**src/rtl/csa_accum.sv**
```systemverilog
// Carry-save packet accumulator: one full-add per beat, then a
// segmented ripple resolve of the saved sum/carry pair.
module csa_accum #(
  parameter int WIDTH = 64,
  parameter int SEG   = 16
) (
  input  logic             clk,
  input  logic             rst,
  input  logic             in_valid,
  output logic             in_ready,
  input  logic [WIDTH-1:0] in_data,
  input  logic             in_last,
  input  logic             cin,
  output logic             out_valid,
  input  logic             out_ready,
  output logic [WIDTH-1:0] out_sum,
  output logic             out_cout
);

  localparam int NSEG = WIDTH / SEG;
  localparam int KW   = (NSEG > 1) ? $clog2(NSEG) : 1;

  typedef enum logic [1:0] {
    ACC,
    RESOLVE,
    DONE
  } state_e;

  state_e           state_q;
  logic [WIDTH-1:0] s_q;
  logic [WIDTH-1:0] c_q;
  logic             ovf_q;
  logic             first_q;
  logic [KW-1:0]    k_q;
  logic             rc_q;
  logic [WIDTH-1:0] sum_q;
  logic             cout_q;
  logic             rdy_q;
  logic             vld_q;

  logic [WIDTH-1:0] s_d;
  logic [WIDTH-1:0] maj;
  logic [WIDTH-1:0] c_d;
  logic [SEG:0]     seg_sum;
  logic             last_k;

  always_comb begin
    s_d = s_q ^ c_q ^ in_data;
    maj = (s_q & c_q) | (s_q & in_data) | (c_q & in_data);
    c_d = {maj[WIDTH-2:0], first_q & cin};
  end

  // One SEG-wide add per edge keeps the carry chain short.
  always_comb begin
    seg_sum = {1'b0, s_q[k_q*SEG +: SEG]}
            + {1'b0, c_q[k_q*SEG +: SEG]}
            + {{SEG{1'b0}}, rc_q};
    last_k  = (k_q == KW'(NSEG - 1));
  end

  always_ff @(posedge clk or negedge rst) begin
    if (!rst) begin
      state_q <= ACC;
      s_q     <= '0;
      c_q     <= '0;
      ovf_q   <= 1'b0;
      first_q <= 1'b1;
      k_q     <= '0;
      rc_q    <= 1'b0;
      sum_q   <= '0;
      cout_q  <= 1'b0;
      rdy_q   <= 1'b1;
      vld_q   <= 1'b0;
    end else begin
      unique case (state_q)
        ACC: begin
          if (in_valid) begin
            s_q     <= s_d;
            c_q     <= c_d;
            ovf_q   <= ovf_q | maj[WIDTH-1];
            first_q <= 1'b0;
            if (in_last) begin
              state_q <= RESOLVE;
              rdy_q   <= 1'b0;
              k_q     <= '0;
              rc_q    <= 1'b0;
            end
          end
        end
        RESOLVE: begin
          sum_q[k_q*SEG +: SEG] <= seg_sum[SEG-1:0];
          rc_q <= seg_sum[SEG];
          k_q  <= k_q + 1'b1;
          if (last_k) begin
            cout_q  <= ovf_q | seg_sum[SEG];
            state_q <= DONE;
            vld_q   <= 1'b1;
          end
        end
        DONE: begin
          if (out_ready) begin
            s_q     <= '0;
            c_q     <= '0;
            ovf_q   <= 1'b0;
            first_q <= 1'b1;
            state_q <= ACC;
            vld_q   <= 1'b0;
            rdy_q   <= 1'b1;
          end
        end
        default: begin
          state_q <= ACC;
          rdy_q   <= 1'b1;
          vld_q   <= 1'b0;
        end
      endcase
    end
  end

  assign in_ready  = rdy_q;
  assign out_valid = vld_q;
  assign out_sum   = sum_q;
  assign out_cout  = cout_q;

endmodule

```
**config.mk**
```make
export PLATFORM = sky130hd
export DESIGN_NAME = csa_accum
export DESIGN_NICKNAME = d
export VERILOG_FILES = /design/src/rtl/csa_accum.sv
export SDC_FILE = /design/constraint.sdc
export NUM_CORES = 1
export LEC_CHECK = 0
export ABC_AREA = 1
export BUFFER_PORTS_ARGS = -buffer_cell sky130_fd_sc_hd__buf_2
export CAP_MARGIN = 20
export CORE_MARGIN = 3
export CORE_UTILIZATION = 63
export DETAILED_ROUTE_END_ITERATION = 8
export HOLD_SLACK_MARGIN = 0.12
export PLACE_DENSITY = 0.89
export SETUP_SLACK_MARGIN = 0.1
export SLEW_MARGIN = 20
export SYNTH_ARGS = -nofsm -noshare
export SYNTH_HDL_FRONTEND = slang
export SYNTH_SLANG_ARGS = --single-unit
```
**constraint.sdc**
```tcl
create_clock -name clk -period 5.26 [get_ports clk]
set_input_delay 1.052 -clock clk [delete_from_list [all_inputs] [get_ports clk]]
set_output_delay 1.052 -clock clk [all_outputs]
set_load 0.1 [all_outputs]
```
### Yosys cells after proc, flatten, opt, wreduce, memory -nomap -nowiden

Cells that the tools add are included.

| word-level totals | value |
|---|---|
| register bits | 202 |
| input bits | 70 |
| word-level logic and storage cells | 73 |

| cells by class | value |
|---|---|
| $add $sub $neg | 4 |
| equality and inequality tests | 7 |
| shift operators | 4 |
| multiplexer cells | 26 |
| bitwise operators | 12 |
| reduce and logical (&&, ||, !) cells | 9 |

Operator list:

| operator | count |
|---|---|
| $pmux W64 S2 | 2 |
| $and A64 B64 Y64 | 3 |
| $mux W64 | 3 |
| $or A64 B64 Y64 | 2 |
| $shiftx A64 B7 Y16 | 2 |
| $xor A64 B64 Y64 | 2 |
| $bwmux W64 | 1 |
| $shift A16 B34 Y64 const A | 1 |
| $shiftx A16 B34 Y64 | 1 |
| $neg A6 Y34 | 1 |
| $add A16 B16 Y17 | 1 |
| $add A17 B1 Y17 | 1 |
| $mux W2 | 6 |
| $reduce_and A3 Y1 | 3 |
| $ne A2 B2 Y1 const B | 4 |
| $reduce_and A4 Y1 | 2 |
| $mux W1 | 7 |
| $pmux W1 S2 | 3 |
| $pmux W1 S3 | 2 |
| $pmux W2 S3 | 1 |
| $eq A2 B2 Y1 const B | 2 |
| $pmux W2 S2 | 1 |
| $reduce_bool A2 Y1 | 2 |
| $add A2 B1 Y2 const B | 1 |
| other kinds (6) | 8 |

### Longest topological paths before layout

| logic depth | value |
|---|---|
| depth in word-level cells | 6 |
| depth in mapped cells | 17 |
| gate-level depth less buffers | 14 |

### Worst setup path before layout

Ideal clock, no wire load.

| timing path | value |
|---|---|
| kind | reg2reg |
| from | register k_q[0] |
| to | register cout_q (netlist: out_cout) |
| library setup time | 0.122 ns |
| arrival | 2.702 ns |
| required time | 5.138 ns |
| setup slack | 2.436 ns |
| cell stages (with the launch flop) | 17 |
| buffers on the path | 3 |
| clock period less this slack | 2.824 ns |
| cell sequence | dfrtp_1 > buf_2 > inv_1 > buf_2 > buf_2 > nor2_1 > o22ai_1 > fa_1 > fa_1 > nand3_2 > nand3_2 > nand3_1 > nand3_1 > a21oi_1 > nand2_1 > o21ai_0 > inv_1 |

| between the ends | value |
|---|---|
| word-level cells in the longest chain between the ends | 4 |
| elaborated cells between the ends (all ways) | 7 |

Ends and longest elaborated chain:

| element | line | source |
|---|---|---|
| from (decl) | 34 | `logic [KW-1:0] k_q;` |
| from (signal assigned) | 93 | `k_q <= k_q + 1'b1;` |
| $shiftx A64 B7 Y16, on equally long branches | 55, 56 |  |
| $add A16 B16 Y17 | 56 | `+ {1'b0, c_q[k_q*SEG +: SEG]}` |
| $add A17 B1 Y17 | 57 | `+ {{SEG{1'b0}}, rc_q};` |
| $or A1 B1 Y1 | 95 | `cout_q <= ovf_q \| seg_sum[SEG];` |
| to (signal assigned) | 95 |  |
| to (decl) | 37 | `logic cout_q;` |

Several ways; a longest one is shown, not always the timed one.
A chain may end at the register's enable or synchronous reset.

### Final worst setup path

| timing path | value |
|---|---|
| from | register k_q[1] |
| to | register cout_q (netlist: out_cout) |

Same word-level chain as after synthesis.

==> reports/results.tsv <==
stage	metric	value	unit
global_routing	grt_max_degree	110	
setup_path	critPathCaptureType	flip-flop	
sta	max_freq	0.250	GHz
finish	finalInstanceArea	12700	um2
setup_path	critPathMaxFanout	36	
yosys	synth_seq_cells	202	
setup_path	worst_path_largest_cell_delay	0.95	ns
detailed_routing	vias_per_cell	6.00	
die	die-area	19400	um2
clock_tree	clock-sinks	202	
global_routing	grt_overflow_total	0	
worst_hold_path	whs_path_depth	2	
detailed_routing	firstDrtPassIters	8	
global_routing	grtUsageTotal	0.325	
setup_path	cp-start-kind	flip-flop	
sta	worst_hold_slack	0.468	ns
yosys	ys_types	38	
clock_tree	clockBufferDepth	3	
global_routing	grt_pass1_wl	50700	um
setup_path	crit_slowest_cell	dfrtp_1	
clock_tree	cts_root_buf	clkbuf_16	
sta	setup_viol_count_final	0	
place	hpwl	21900	um
yosys	avgSynthCellArea	8.57	um2
finish	diodes	0	
flow_run	cap_violations	0	
clock_tree	clock_latency	0.51	ns
finish	drive_gt1_frac	0.153	
detailed_routing	first_iter_violations	967	
setup_path	cpLargestDelayFamily	flip-flops	
clock_tree	holdBufCountCts	0	
finish	layout.nets	1556	
setup_path	crit_arrival	4.40	ns
sta	slew_violations	0	
setup_path	rr_endpoint	out_cout	
setup_path	crit_required	5.66	ns
setup_path	worstReg2RegStart	k_q[1]	
sta	final-hold-violation-count	0	
worst_hold_path	min_path_type	reg2reg	
sta	fin_tns_setup	0	ns
place	place_area	11900	um2
sta	period_minus_slack	3.99	ns
detailed_routing	vias	9848	
clock_tree	cts_made_buffers	22	
clock_tree	clkSlewWorstSetupHoldPaths	0.07	ns
worst_hold_path	holdPathEnd	first_q	
detailed_routing	ant_nets	0	
yosys	synth_cells	1305	
die	start_util	0.644	
clock_tree	cts_resized	0	
die	fp.coreArea	17400	um2
global_routing	grt_pass1_vias	9630	
place	gp_congestion	1.09	
yosys	syn-num-nets	1462	
yosys	ys_warn_count	0	
setup_path	reg2reg_depth	13	
outcome	status	finished, violations left	
detailed_routing	drcViolationCount	1	
clock_tree	cts_max_level	1	
global_routing	antenna_found_initial	0	
detailed_routing	wirelength	31700	um
sta	max_slew.worst_pin.slew	1.04	ns
die	std_cell_rows	48	
die	io_pins	137	
setup_path	worstSetupPathType	reg2reg	
sta	slew_headroom	0.305	
worst_hold_path	hold_path_startpoint	first_q	
yosys	ys_seq_area_frac	0.452	
sta	fin_crit_sh	0.759	
finish	final_cell_mix	nand2_1, dfrtp_1, nand3_1	
sta	rsz0062_at_grt	false	
setup_path	ff2ff_setup_slack	1.27	ns
finish	syn_to_final_growth	13.5	%
finish	post-route-util	0.731	
detailed_routing	wire_per_inst	19.3	um
place	io_buffers	136	
clock_tree	postCtsSetupRepairBufs	0	
sta	fin_skew	0.0105	ns
die	die_x	139	um
yosys	syn-cell-area	11200	um2
outcome	violations	DRC	
setup_path	crit_chain	inv_1, o21ai_0, o22ai_1, fa_1, fa_1, nand3_2, nand3_2, nand3_1, nand3_1, a21oi_1, nand2_1, o21ai_0, inv_1	
clock_tree	cts_tree	done	
die	fp.dieH	139	um
setup_path	crit_buf_inv	2	
finish	final_common_cell	nand2_1	
==> per-layer routing <==
metal | wire length [um] | share of wire | track usage | vias to the layer above
met5 | 0 | 0 | 0 | -
met4 | 1630 | 0.052 | 0.147 | 0
met3 | 2460 | 0.078 | 0.0430 | 101
met2 | 15400 | 0.49 | 0.539 | 541
met1 | 12200 | 0.38 | 0.433 | 4786
li1 | - | - | - | 4420
==> cell families (layout without fill, tap and decap cells) <==
group / Yosys count / after routing / share of synthesized area
xor gates and xnor gates: 8 / 8 / 0.00694
DFF: 202 / 202 / 0.452
and+or+nand+nor: 719 / 719 / 0.271
AOI/OAI and AO/OA: 150 / 150 / 0.0752
buffers and inverters: 139 / 249 / 0.0529
adders and majority gates: 87 / 87 / 0.142
==> how the worst max path moves through the flow <==
stage | endpoint | slack (ns) | startpoint | cells after the start
after floorplan | out_cout | 2.44 | k_q[0] | 16
after global placement | out_sum[56] | 1.57 | k_q[1] | 14
after detailed placement | out_sum[24] | 1.35 | k_q[1] | 14
after CTS | out_sum[56] | 1.34 | k_q[1] | 14
after global routing | out_sum[24] | 0.97 | k_q[1] | 14
final | out_cout | 1.27 | k_q[1] | 13
==> cells in the mapped netlist <==
library cell	n	share of area
xor2_1	3	0.0023
nor2_4	1	0.0010
inv_1	59	0.020
nor3_2	1	0.00090
o31ai_2	1	0.0011
nand2_1	450	0.15
buf_1	2	0.00067
o31ai_1	1	0.00067
o21a_1	1	0.00067
o22ai_1	36	0.020
clkbuf_1	32	0.011
nor3_4	1	0.0015
buf_6	2	0.0020
inv_2	6	0.0020
nand3_2	4	0.0036
dfrtp_1	200	0.45
nor2_1	86	0.029
nor4_4	1	0.0019
a32o_1	2	0.0018
buf_2	35	0.016
buf_4	3	0.0020
o21ai_0	87	0.039
and2_1	1	0.00056
nand2_2	5	0.0028
ha_1	21	0.023
nand2_4	2	0.0020
nor2_2	4	0.0022
a21oi_1	14	0.0063
nor3_1	3	0.0013
fa_1	66	0.12
o2bb2ai_1	1	0.00078
xor2_2	1	0.0015
nand3_1	144	0.064
o21ai_1	2	0.00090
a22o_1	5	0.0039
dfstp_2	2	0.0047
nand4_1	16	0.0090
xnor2_1	4	0.0031
==> flip-flops by register name, summed over array words and instances (netlist names) <==
register   count
c_q           64
out_sum       64
s_q           64
k_q            2
state_q        2
first_q        1
in_ready       1
out_cout       1
out_valid      1
ovf_q          1
rc_q           1
==> metrics by stage <==
stage	worst slack [ns]	std cells
after floorplan	2.44	1305
after global placement	1.57	1600
after detailed placement	1.35	1600
after CTS	1.34	1640
after global routing	0.973	1640
final	1.27	1640
==> layout make-up <==
type                       count  area (um2)
clock buffer                  27         631
clock inverter                13         180
tap                          225         282
sequential                   202        5060
multi-input combinational    964        5540
timing repair buffer         144         749
fill                        1252        4670
inverter                      65         246
==> worst register-to-register path, delay by kind of cell (launching register included) <==
kind | cells | cell delay [ns]
AO/OA/AOI/OAI | 4 | 0.71
adder cells (fa/ha/maj) | 2 | 0.95
buffers and inverters | 2 | 0.77
flip-flops | 1 | 0.95
AND/OR/NAND/NOR | 5 | 0.51
Power is left out: the tool's default activity adds up to more than one toggle a clock period on the data nets, which glitch-free logic cannot reach.
